File: config.mk
export PLATFORM = sky130hd
export DESIGN_NAME = kronos_cx_unit_flat
export DESIGN_NICKNAME = d
export VERILOG_FILES = /design/src/rtl/kronos_cx_unit_if.sv /design/src/rtl/kronos_cx_unit.sv /design/src/flat_wrapper.sv
export SDC_FILE = /design/constraint.sdc
export NUM_CORES = 1
export LEC_CHECK = 0
export CAP_MARGIN = 0
export CORE_ASPECT_RATIO = 0.7
export CORE_MARGIN = 1.5
export CORE_UTILIZATION = 35
export DETAILED_ROUTE_END_ITERATION = 6
export GPL_TIMING_DRIVEN = 0
export PLACE_DENSITY = 0.84
export SYNTH_ARGS = -nofsm -noshare
export SYNTH_HDL_FRONTEND = slang
export SYNTH_SLANG_ARGS = --single-unit
File: constraint.sdc
create_clock -name clk -period 1.8 [get_ports clk]
set_input_delay 0.18 -clock clk [delete_from_list [all_inputs] [get_ports clk]]
set_output_delay 0.18 -clock clk [all_outputs]
set_load 0.01 [all_outputs]
File: src/rtl/kronos_cx_unit_if.sv
`default_nettype none
// ============================================================================
//  Module   : kronos_cx_unit_if
//  Purpose  : Coprocessor bus between the CUSTOM-0 dispatch unit and its
//             NUM_CH coprocessors. Per-channel request/response valid/ready,
//             shared request payload, per-channel 32-bit response data.
//  Ports    : req_valid/req_ready  per-channel request handshake
//             req_funct7/rs1/rs2   shared request payload
//             rsp_valid/rsp_ready  per-channel response handshake
//             rsp_rd               response data, channel c in [32c+:32]
//  Revision : 1.0  initial release
// ============================================================================
interface kronos_cx_unit_if #(
    parameter int NUM_CH = 2
) ();
    logic [NUM_CH-1:0]    req_valid;
    logic [NUM_CH-1:0]    req_ready;
    logic [6:0]           req_funct7;
    logic [31:0]          req_rs1;
    logic [31:0]          req_rs2;
    logic [NUM_CH-1:0]    rsp_valid;
    logic [32*NUM_CH-1:0] rsp_rd;
    logic [NUM_CH-1:0]    rsp_ready;

    // Dispatch unit side
    modport master (
        output req_valid, req_funct7, req_rs1, req_rs2, rsp_ready,
        input  req_ready, rsp_valid, rsp_rd
    );

    // Coprocessor side
    modport slave (
        input  req_valid, req_funct7, req_rs1, req_rs2, rsp_ready,
        output req_ready, rsp_valid, rsp_rd
    );
endinterface
`default_nettype wire

File: src/rtl/kronos_cx_unit.sv
`default_nettype none
// ============================================================================
//  Module   : kronos_cx_unit
//  Purpose  : CUSTOM-0 dispatch unit for the Kronos EX stage. Latches one
//             custom instruction, routes it by funct3 to one of NUM_CH
//             coprocessors with full valid/ready handshakes, and returns the
//             result or an error code. One instruction in flight, blocking.
//  Ports    : clk, rstz (async, active-low)
//             i_cx_vld/ir/op1/op2  instruction from EX
//             i_cx_abort           trap/flush, abandon current instruction
//             o_cx_busy            unit not idle
//             o_cx_done/error      one-cycle completion pulse / failure flag
//             o_cx_err_code        00 none, 01 bad opcode/channel, 10 timeout
//             o_cx_regwr/rd/result writeback request, register, data
//             cop                  coprocessor bus (master modport)
//  Revision : 1.0  initial release
// ============================================================================
module kronos_cx_unit #(
    parameter int         NUM_CH  = 2,
    parameter logic [4:0] OPCODE  = 5'b00010,
    parameter int         TIMEOUT = 256
) (
    input  wire logic        clk,
    input  wire logic        rstz,
    input  wire logic        i_cx_vld,
    input  wire logic [31:0] i_cx_ir,
    input  wire logic [31:0] i_cx_op1,
    input  wire logic [31:0] i_cx_op2,
    input  wire logic        i_cx_abort,
    output logic             o_cx_busy,
    output logic             o_cx_done,
    output logic             o_cx_error,
    output logic [1:0]       o_cx_err_code,
    output logic             o_cx_regwr,
    output logic [4:0]       o_cx_rd,
    output logic [31:0]      o_cx_result,
    kronos_cx_unit_if.master cop
);

    // Counter keeps at least one bit so TIMEOUT=0 (disabled) still elaborates.
    localparam int             c_CW      = (TIMEOUT > 0) ? $clog2(TIMEOUT + 1) : 1;
    localparam logic [c_CW-1:0] c_TO_LAST = c_CW'((TIMEOUT > 0) ? (TIMEOUT - 1) : 0);

    typedef enum logic [2:0] {
        S_IDLE  = 3'd0,
        S_REQ   = 3'd1,
        S_RSP   = 3'd2,
        S_DONE  = 3'd3,
        S_ERR   = 3'd4,
        S_DRAIN = 3'd5
    } state_t;

    state_t            r_state;
    state_t            w_state_nxt;
    logic [2:0]        r_ch;
    logic [4:0]        r_rd;
    logic [6:0]        r_funct7;
    logic [31:0]       r_op1;
    logic [31:0]       r_op2;
    logic [31:0]       r_result;
    logic [1:0]        r_err_code;
    logic [c_CW-1:0]   r_cnt;

    logic [NUM_CH-1:0] w_ch_sel;
    logic              w_accept;
    logic              w_bad;
    logic              w_req_hs;
    logic              w_rsp_hs;
    logic              w_timeout;
    logic [31:0]       w_rsp_data;
    logic              w_unused_ir;

    assign w_unused_ir = ^{i_cx_ir[24:15], i_cx_ir[1:0]};

    assign w_ch_sel  = NUM_CH'(1) << r_ch;
    assign w_accept  = (r_state == S_IDLE) && i_cx_vld;
    assign w_bad     = (i_cx_ir[6:2] != OPCODE) ||
                       ({29'd0, i_cx_ir[14:12]} >= 32'(NUM_CH));
    assign w_req_hs  = (r_state == S_REQ) && |(cop.req_ready & w_ch_sel);
    assign w_rsp_hs  = ((r_state == S_RSP) || (r_state == S_DRAIN)) &&
                       |(cop.rsp_valid & w_ch_sel);
    assign w_timeout = (TIMEOUT != 0) && (r_cnt == c_TO_LAST);

    // Only the selected channel's response data is ever looked at.
    always_comb begin
        w_rsp_data = '0;
        for (int c = 0; c < NUM_CH; c++) begin
            if (r_ch == 3'(c)) begin
                w_rsp_data = cop.rsp_rd[32*c +: 32];
            end
        end
    end

    // Next-state logic. Handshakes take priority over timeout. An abort that
    // coincides with a request handshake still has a response in flight, so
    // it goes through DRAIN; an abort coinciding with the response handshake
    // has nothing left outstanding and returns straight to IDLE.
    always_comb begin
        w_state_nxt = r_state;
        case (r_state)
            S_IDLE: begin
                if (i_cx_vld) begin
                    w_state_nxt = w_bad ? S_ERR : S_REQ;
                end
            end
            S_REQ: begin
                if (w_req_hs) begin
                    w_state_nxt = i_cx_abort ? S_DRAIN : S_RSP;
                end else if (i_cx_abort) begin
                    w_state_nxt = S_IDLE;
                end else if (w_timeout) begin
                    w_state_nxt = S_ERR;
                end
            end
            S_RSP: begin
                if (w_rsp_hs) begin
                    w_state_nxt = i_cx_abort ? S_IDLE : S_DONE;
                end else if (i_cx_abort) begin
                    w_state_nxt = S_DRAIN;
                end else if (w_timeout) begin
                    w_state_nxt = S_ERR;
                end
            end
            S_DRAIN: begin
                if (w_rsp_hs || w_timeout) begin
                    w_state_nxt = S_IDLE;
                end
            end
            S_DONE:  w_state_nxt = S_IDLE;
            S_ERR:   w_state_nxt = S_IDLE;
            default: w_state_nxt = S_IDLE;
        endcase
    end

    always_ff @(posedge clk or negedge rstz) begin
        if (!rstz) begin
            r_state <= S_IDLE;
        end else begin
            r_state <= w_state_nxt;
        end
    end

    always_ff @(posedge clk or negedge rstz) begin
        if (!rstz) begin
            r_ch       <= '0;
            r_rd       <= '0;
            r_funct7   <= '0;
            r_op1      <= '0;
            r_op2      <= '0;
            r_result   <= '0;
            r_err_code <= '0;
            r_cnt      <= '0;
        end else begin
            if (w_accept) begin
                r_ch       <= i_cx_ir[14:12];
                r_rd       <= i_cx_ir[11:7];
                r_funct7   <= i_cx_ir[31:25];
                r_op1      <= i_cx_op1;
                r_op2      <= i_cx_op2;
                r_err_code <= w_bad ? 2'b01 : 2'b00;
                r_cnt      <= '0;
            end else begin
                if ((r_state == S_REQ) || (r_state == S_RSP) || (r_state == S_DRAIN)) begin
                    r_cnt <= r_cnt + c_CW'(1);
                end
                // Any route into ERR other than from IDLE is a timeout.
                if (w_state_nxt == S_ERR) begin
                    r_err_code <= 2'b10;
                end
                if (w_state_nxt == S_DONE) begin
                    r_result <= w_rsp_data;
                end
            end
        end
    end

    // Handshake outputs decode from state so an async reset drops them at once.
    assign cop.req_valid  = (r_state == S_REQ) ? w_ch_sel : '0;
    assign cop.rsp_ready  = ((r_state == S_RSP) || (r_state == S_DRAIN)) ? w_ch_sel : '0;
    assign cop.req_funct7 = r_funct7;
    assign cop.req_rs1    = r_op1;
    assign cop.req_rs2    = r_op2;

    assign o_cx_busy      = (r_state != S_IDLE);
    assign o_cx_done      = (r_state == S_DONE) || (r_state == S_ERR);
    assign o_cx_error     = (r_state == S_ERR);
    assign o_cx_regwr     = (r_state == S_DONE) && (r_rd != 5'd0);
    assign o_cx_err_code  = r_err_code;
    assign o_cx_rd        = r_rd;
    assign o_cx_result    = r_result;

endmodule
`default_nettype wire

File: src/flat_wrapper.sv
// flat-port wrapper written by rule: the top's interface ports become plain ports
module kronos_cx_unit_flat 
#(
    parameter int         NUM_CH  = 2,
    parameter logic [4:0] OPCODE  = 5'b00010,
    parameter int         TIMEOUT = 256
)
  (clk, rstz, i_cx_vld, i_cx_ir, i_cx_op1, i_cx_op2, i_cx_abort, o_cx_busy, o_cx_done, o_cx_error, o_cx_err_code, o_cx_regwr, o_cx_rd, o_cx_result, cop_req_valid, cop_req_funct7, cop_req_rs1, cop_req_rs2, cop_rsp_ready, cop_req_ready, cop_rsp_valid, cop_rsp_rd);
  kronos_cx_unit_if #(.NUM_CH(NUM_CH)) cop_i ();
  input  wire logic clk;
  input  wire logic rstz;
  input  wire logic i_cx_vld;
  input  wire logic [31:0] i_cx_ir;
  input  wire logic [31:0] i_cx_op1;
  input  wire logic [31:0] i_cx_op2;
  input  wire logic i_cx_abort;
  output logic o_cx_busy;
  output logic o_cx_done;
  output logic o_cx_error;
  output logic [1:0] o_cx_err_code;
  output logic o_cx_regwr;
  output logic [4:0] o_cx_rd;
  output logic [31:0] o_cx_result;
  output wire logic [$bits(cop_i.req_valid)-1:0] cop_req_valid;
  output wire logic [$bits(cop_i.req_funct7)-1:0] cop_req_funct7;
  output wire logic [$bits(cop_i.req_rs1)-1:0] cop_req_rs1;
  output wire logic [$bits(cop_i.req_rs2)-1:0] cop_req_rs2;
  output wire logic [$bits(cop_i.rsp_ready)-1:0] cop_rsp_ready;
  input wire logic [$bits(cop_i.req_ready)-1:0] cop_req_ready;
  input wire logic [$bits(cop_i.rsp_valid)-1:0] cop_rsp_valid;
  input wire logic [$bits(cop_i.rsp_rd)-1:0] cop_rsp_rd;
  assign cop_req_valid = cop_i.req_valid;
  assign cop_req_funct7 = cop_i.req_funct7;
  assign cop_req_rs1 = cop_i.req_rs1;
  assign cop_req_rs2 = cop_i.req_rs2;
  assign cop_rsp_ready = cop_i.rsp_ready;
  assign cop_i.req_ready = cop_req_ready;
  assign cop_i.rsp_valid = cop_rsp_valid;
  assign cop_i.rsp_rd = cop_rsp_rd;
  kronos_cx_unit #(.NUM_CH(NUM_CH), .OPCODE(OPCODE), .TIMEOUT(TIMEOUT)) u_core (.clk(clk), .rstz(rstz), .i_cx_vld(i_cx_vld), .i_cx_ir(i_cx_ir), .i_cx_op1(i_cx_op1), .i_cx_op2(i_cx_op2), .i_cx_abort(i_cx_abort), .o_cx_busy(o_cx_busy), .o_cx_done(o_cx_done), .o_cx_error(o_cx_error), .o_cx_err_code(o_cx_err_code), .o_cx_regwr(o_cx_regwr), .o_cx_rd(o_cx_rd), .o_cx_result(o_cx_result), .cop(cop_i));
endmodule
==> out/qor.yml, run 1 <==
min_path:
  hold_path.class: "in -> async"
setup_path:
  cp_cell_sequence: "nand3_4 -> nor2_4 -> ha_4 -> nor4bb_4 -> buf_4 -> a21o_1 -> nand2_1 -> o2111ai_2 -> a31o_1"
  r2r_end: "u_core.o_cx_err_code[0]$_DFFE_PN0P_"
  slowest_delay_ns: 0.53
  critPathCaptureType: "register"
  reg2reg_slack_ns: -0.17
  reg2reg_depth: 9
  cp-start-kind: "register"
  worstPathMaxFanout: 5
  arrival_ns: 2.25
  r2r-start: "u_core.r_cnt[2]$_DFFE_PN0P_"
  crit_required_ns: 2.09
  path_class: "reg -> reg"
  slowest_stage: "dfrtp_1"
power:
  leakagePower_nw: 4.52
  vdd_ir_drop_max_v: 0.000677
  cellPowerDensity_mw_per_mm2: 910
grt:
  grt_pass1_wl_mm: 27.4
  grt_util_all_layers: 0.224
  grt_antenna_before_repair: 0
  grt_max_degree: 76
  grt_overflow: 0
  first_global_vias: 5422
place:
  gp_congestion: 0.791
  dp.cells: 1048
  dp_hpwl_mm: 12.2
  io_buffer_count: 273
sta:
  fin_tns_setup_ns: -2.00
  max_freq_mhz: 508
  period_minus_slack_ns: 1.97
  worst_pin_slew_ns: 0.585
  hold_viol_final: 0
  fin_ws_ns: -0.167
  max_slew_margin: 0.606
  final-setup-viol-count: 27
  final.setup_skew_ns: 0.0114
  final_max_slew_viol_count: 0
  rsz0062_at_grt: "true"
  post-route-period-util: 1.09
finish:
  nets: 1075
  area_delta_synth_final_pct: 85.4
  diodes: 0
  drive_above_1_share: 0.172
  final_common_cell: "clkdlybuf4s50_1"
  layout_common_cells: "clkdlybuf4s50_1 (264), nand2_1 (246), dfrtp_1 (121)"
  stdcell_count: 1113
floorplan:
  initial_core_util: 0.357
  core_mm2: 0.0147
  die-area_mm2: 0.0157
  die_h_um: 105
  die_w_um: 149
  boundaryPins: 286
  rows: 37
synth:
  synth_cell_type_count: 38
  syn_inst: 579
  syn-num-nets: 749
  syn_area_mm2: 0.00524
  avgSynthCellArea_um2: 9.05
  async_flop_share: 1.00
  synth_flop_cell: "dfrtp_1"
  ys_seq_elements: 125
  ys_warn_count: 0
  synth_edf_count: 0
  ys_seq_area_frac: 0.597
clock_tree:
  cts_buffer_depth: 2
  ctsRootBufferMaster: "clkbuf_16"
  cts.sinks: 125
  clk_pin_slew_ns: 0.06
  clk_latency_ns: 0.41
  cts_made_buffers: 17
  htreeDepth: 4
  cts_tree: "yes"
route:
  routedWlPerCell_um: 16.6
  drc: 0
  dr.pass1.iters: 4
  wirelength_mm: 18.4
  via_count: 5397
  drtIter0Drc: 271
  routed_via_density: 4.85
  ant_nets: 0
run:
  maxCapViolCount: 0
run_status:
  status: "finished, violations left"
  violations: "negative setup slack"
## worst max-delay path by stage
stage | startpoint | end | depth (start not counted)
finish | u_core.r_cnt[2]$_DFFE_PN0P_ | u_core.o_cx_err_code[0]$_DFFE_PN0P_ | 9
global route | u_core.r_cnt[2]$_DFFE_PN0P_ | u_core.o_cx_err_code[0]$_DFFE_PN0P_ | 9
CTS | u_core.r_cnt[0]$_DFFE_PN0P_ | u_core.o_cx_err_code[0]$_DFFE_PN0P_ | 9
detailed placement | u_core.r_ch[0]$_DFFE_PN0P_ | cop_req_valid[0] | 4
global placement | rstz | u_core.cop.req_rs1[15]$_DFFE_PN0P_ | 1
floorplan | u_core.r_cnt[1]$_DFFE_PN0P_ | u_core.o_cx_err_code[0]$_DFFE_PN0P_ | 9
## flip-flops by register name (all words and copies together), names as in the netlist
register	count
u_core.r_state	3
u_core.cop.req_rs1	32
u_core.o_cx_result	32
u_core.o_cx_rd	5
u_core.o_cx_err_code	2
u_core.cop.req_funct7	7
u_core.cop.req_rs2	32
u_core.r_cnt	9
u_core.r_ch	3
## logic make-up after synthesis
kind of cell	count (synthesis)	synth area share
AOI/OAI and AO/OA	59	0.0882
xor gates and xnor gates	4	0.00669
adders and majority gates	2	0.00478
buffers and inverters	37	0.0294
DFF	125	0.597
muxes	2	0.00502
and+or+nand+nor	350	0.269
## critical path: cells and delay by family, from the launching register on
| family | cells | cell delay, ns |
|---|---|---|
| fa+ha+maj | 1 | 0.18 |
| buf+inv | 1 | 0.13 |
| simple gates | 4 | 0.39 |
| compound gates | 3 | 0.61 |
| flops | 1 | 0.53 |
## layout make-up
class / count / area [µm²]
clock inverters: 14 / 160
flip-flops and latches: 125 / 3130
inverters: 4 / 15.0
well taps: 195 / 244
multi-input cells: 417 / 2400
repair buffers: 308 / 3080
plain buffers: 32 / 239
clock buffers: 18 / 439
fillers: 1160 / 4970
## report_power, final
group	switching, mW	total [mW]	internal [mW]
combinational	0.944	2.03	1.09
sequential	0.203	3.34	3.13
clock	1.36	3.46	2.11
total	2.50	8.83	6.33
## routing by layer
metal,part of all wire,vias to the layer above,global-route usage
met4,0.021,0,0.0835
met2,0.49,211,0.369
met5,0,-,0
met3,0.082,33,0.0797
met1,0.41,2602,0.270
li1,-,2551,-
## Yosys cell counts (3+ instances only)
cell type | number | area, µm²
nand2_1 | 247 | 927
dfrtp_1 | 125 | 3130
nor2_1 | 74 | 278
a221oi_1 | 32 | 280
clkbuf_1 | 21 | 78.8
buf_2 | 12 | 60.1
a21oi_1 | 8 | 40.0
nor3_1 | 5 | 25.0
o21ai_0 | 5 | 25.0
inv_1 | 4 | 15.0
a21o_1 | 3 | 22.5
nand3_1 | 3 | 15.0
nor2b_1 | 3 | 18.8
o2111ai_1 | 3 | 26.3
xor2_1 | 3 | 26.3
## through the flow
stage | hold slack [ns] | area [µm²] | setup slack, ns | power (mW) | util
floorplan | -0.116 | 5260 | -0.0703 | 3.98 | -
detailed placement | 0.157 | 8260 | -0.892 | 5.23 | 0.563
finish | 0.293 | 9710 | -0.167 | 8.83 | 0.662
global placement | 0.457 | 8240 | -4.44 | 5.19 | 0.561
CTS | 0.281 | 9230 | -0.144 | 8.82 | 0.629
global route | 0.282 | 9710 | -0.241 | 9.24 | 0.662
## what timing repair did
| item | 4_1_cts | 5_1_grt |
|---|---|---|
| gates cloned | 0 | 4 |
| endpoints found under the setup margin | 131 | 126 |
| setup buffers | 16 | 13 |
| hold endpoints to repair | 50 | 0 |
| hold buffers | 1 | 0 |
| pin swaps | 11 | 19 |
| resized for setup | 75 | 84 |
(Power assumes the default switching activity.)
==> run 2: changes to the inputs <==
--- a/config.mk
+++ b/config.mk
@@ -12,6 +12,7 @@
 export DETAILED_ROUTE_END_ITERATION = 6
 export GPL_TIMING_DRIVEN = 0
 export PLACE_DENSITY = 0.84
+export SLEW_MARGIN = 20
 export SYNTH_ARGS = -nofsm -noshare
 export SYNTH_HDL_FRONTEND = slang
 export SYNTH_SLANG_ARGS = --single-unit
==> run 2 against run 1 <==
The flow still finishes with violations (negative setup slack). Design area is 0.19% higher. Global-route usage down 0.52 points. Wire length is 2.6% higher. Flip-flop and latch count stayed put. Maximum frequency fell by 2.6%. First-iteration DRC count up 42%. Non-clock buffer count increased by 4. Cell count rose by 0.36%. Critical path depth fell by 1. Worst setup slack lost 0.052 ns. Power fell by 1.7%. Clock power down 3%.
==> out/qor.yml, run 2 (synthesis results as in run 1) <==
run_status:
  status: "finished, violations left"
  violations: "negative setup slack"
finish:
  drive_above_1_share: 0.185  # +0.0134
  finalInstanceArea_mm2: 0.00973  # +0.19%
  final_common_cell: "clkdlybuf4s50_1"
  multi_input_area_mm2: 0.00241  # +0.21%
  diodes: 0  # unchanged
  stdcell_count: 1117  # +0.36%
  nFillCells: 1152  # -0.69%
  regArea_mm2: 0.00313  # unchanged
  layout_common_cells: "clkdlybuf4s50_1 (264), nand2_1 (245), dfrtp_1 (121)"
  nets: 1079  # +0.37%
  area_delta_synth_final_pct: 85.7
  fin_util: 0.663  # +0.00128
sta:
  max_slew_margin: 0.545  # -0.0608
  post-route-period-util: 1.12  # +0.0289
  hold_viol_final: 0  # unchanged
  max_freq_mhz: 495  # -2.6%
  rsz0062_at_grt: "true"
  final_max_slew_viol_count: 0  # unchanged
  whs_ns: 0.281  # -0.0119 ns
  fin_ws_ns: -0.219  # -0.0520 ns
  worst_pin_slew_ns: 0.676  # +0.0903 ns
  final-setup-viol-count: 26  # -3.7%
  period_minus_slack_ns: 2.02  # +0.0520 ns
  final.setup_skew_ns: 0.00954  # -0.00185 ns
  fin_tns_setup_ns: -1.01  # +0.994 ns
floorplan:
  die-area_mm2: 0.0157  # unchanged
  initial_core_util: 0.357  # unchanged
  core_mm2: 0.0147  # unchanged
  boundaryPins: 286  # unchanged
  die_w_um: 149  # unchanged
  rows: 37  # unchanged
  die_h_um: 105  # unchanged
setup_path:
  crit_buf_inv: 1  # unchanged
  arrival_ns: 2.31  # +0.06 ns
  cp_cell_sequence: "nand4_1 -> nor2_4 -> ha_4 -> inv_2 -> a211o_1 -> a21o_1 -> a41o_1 -> a31o_1"
  worstPathMaxFanout: 4  # -1
  slowest_stage: "dfrtp_1"
  r2r_end: "u_core.o_cx_err_code[0]$_DFFE_PN0P_"
  reg2reg_depth: 8  # -1
  cp-start-kind: "register"
  reg2reg_slack_ns: -0.22  # -0.05 ns
  r2r-start: "u_core.r_cnt[3]$_DFFE_PN0P_"
  slowest_delay_ns: 0.43  # -0.10 ns
  crit_family: "compound AO/OA/AOI/OAI gates"
  critPathCaptureType: "register"
  crit_required_ns: 2.09  # about the same
  path_class: "reg -> reg"
route:
  via_count: 5436  # +0.72%
  ant_nets: 0  # unchanged
  dr.pass1.iters: 4  # unchanged
  drc: 0  # unchanged
  routed_via_density: 4.87  # +0.36%
  routedWlPerCell_um: 16.9  # +2.2%
  wirelength_mm: 18.9  # +2.6%
  drtIter0Drc: 385  # +42%
clock_tree:
  cts.sinks: 125  # unchanged
  ctsRootBufferMaster: "clkbuf_16"
  clk_pin_slew_ns: 0.06  # about the same
  cts_made_buffers: 17  # unchanged
  cts_tree: "yes"
  htreeDepth: 4  # unchanged
  cts_buffer_depth: 2  # unchanged
  clk_latency_ns: 0.40  # about the same
grt:
  grt_max_degree: 76  # unchanged
  grt_pass1_wl_mm: 26.9  # -1.8%
  first_global_vias: 5358  # -1.2%
  grt_overflow: 0  # unchanged
  grt_antenna_before_repair: 0  # unchanged
  grt_util_all_layers: 0.219  # -0.00516
place:
  dp.cells: 1048  # unchanged
  dp_hpwl_mm: 12.2  # -0.17%
  io_buffer_count: 273  # unchanged
  gp_congestion: 0.791  # unchanged
  pre_cts_slack_ns: -0.866  # +0.0260 ns
  place_area_mm2: 0.00827  # about the same
power:
  cellPowerDensity_mw_per_mm2: 893  # -1.9%
  vdd_ir_drop_max_v: 0.000671  # -0.82%
  leakagePower_nw: 4.56  # +0.72%
  clkPwrFrac: 0.385  # -0.007
  power_mw: 8.68  # -1.7%
  internal_power_mw: 6.17  # -2.4%
  comb_power_share: 0.230  # about the same
  power_frac_seq: 0.385  # +0.007
  power.switching_mw: 2.51  # +0.30%
  netSwitchingFraction: 0.289  # +0.00568
min_path:
  hold_path.class: "in -> async"
run:
  maxCapViolCount: 0  # unchanged
==> run 2: changes by cell type in the layout (fill, tap and decap cells not counted), sizes merged <==
cell           previous run  this run
clkdlybuf4s15             1         0
clkbuf                   42        43
dlymetal6s2s              0         1
bufinv                    2         1
clkinv                    4         5
buf                      48        51
==> run 2: power by group through the flow <==
stage / Clock, mW / Sequential (mW) / Combinational [mW]
finish: 3.34 / 3.34 / 2.00
global route: 3.53 / 3.38 / 2.17
CTS: 3.38 / 3.34 / 1.91
detailed placement: 0 / 3.37 / 1.86
global placement: 0 / 3.36 / 1.83
floorplan: 0 / 3.50 / 0.475
==> run 2: layout make-up <==
class / count / share of cell area
flip-flops and latches: 125 / 0.322
repair buffers: 312 / 0.321
multi-input cells: 417 / 0.247
clock buffers: 18 / 0.0452
well taps: 195 / 0.0251
plain buffers: 32 / 0.0244
clock inverters: 14 / 0.0136
inverters: 4 / 0.00154
==> run 2: timing repair <==
action | 4_1_cts | 5_1_grt
hold endpoints to repair | 50 | 0
buffers inserted | 14 | 21
hold buffers | 1 | 0
pin swaps | 6 | 27
gates resized for setup | 40 | 131
setup endpoints to repair | 129 | 116
gates cloned | 0 | 3
==> run 2: worst max-delay path by stage <==
stage / startpoint / end / slack, ns / cells past startpoint
finish: u_core.r_cnt[3]$_DFFE_PN0P_ / u_core.o_cx_err_code[0]$_DFFE_PN0P_ / -0.22 / 8
global route: u_core.r_cnt[3]$_DFFE_PN0P_ / u_core.o_cx_err_code[0]$_DFFE_PN0P_ / -0.31 / 8
CTS: u_core.r_cnt[1]$_DFFE_PN0P_ / u_core.o_cx_err_code[0]$_DFFE_PN0P_ / -0.15 / 9
detailed placement: u_core.r_ch[0]$_DFFE_PN0P_ / cop_req_valid[0] / -0.87 / 4
global placement: rstz / u_core.cop.req_rs1[15]$_DFFE_PN0P_ / -4.44 / 1
floorplan: u_core.r_cnt[1]$_DFFE_PN0P_ / u_core.o_cx_err_code[0]$_DFFE_PN0P_ / -0.07 / 9
==> run 2: per-layer routing <==
| metal | vias to the layer above | track usage | part of all wire |
|---|---|---|---|
| li1 | 2557 | - | - |
| met1 | 2624 | 0.266 | 0.40 |
| met2 | 218 | 0.356 | 0.48 |
| met3 | 37 | 0.0844 | 0.090 |
| met4 | 0 | 0.0736 | 0.023 |
| met5 | - | 0 | 0 |
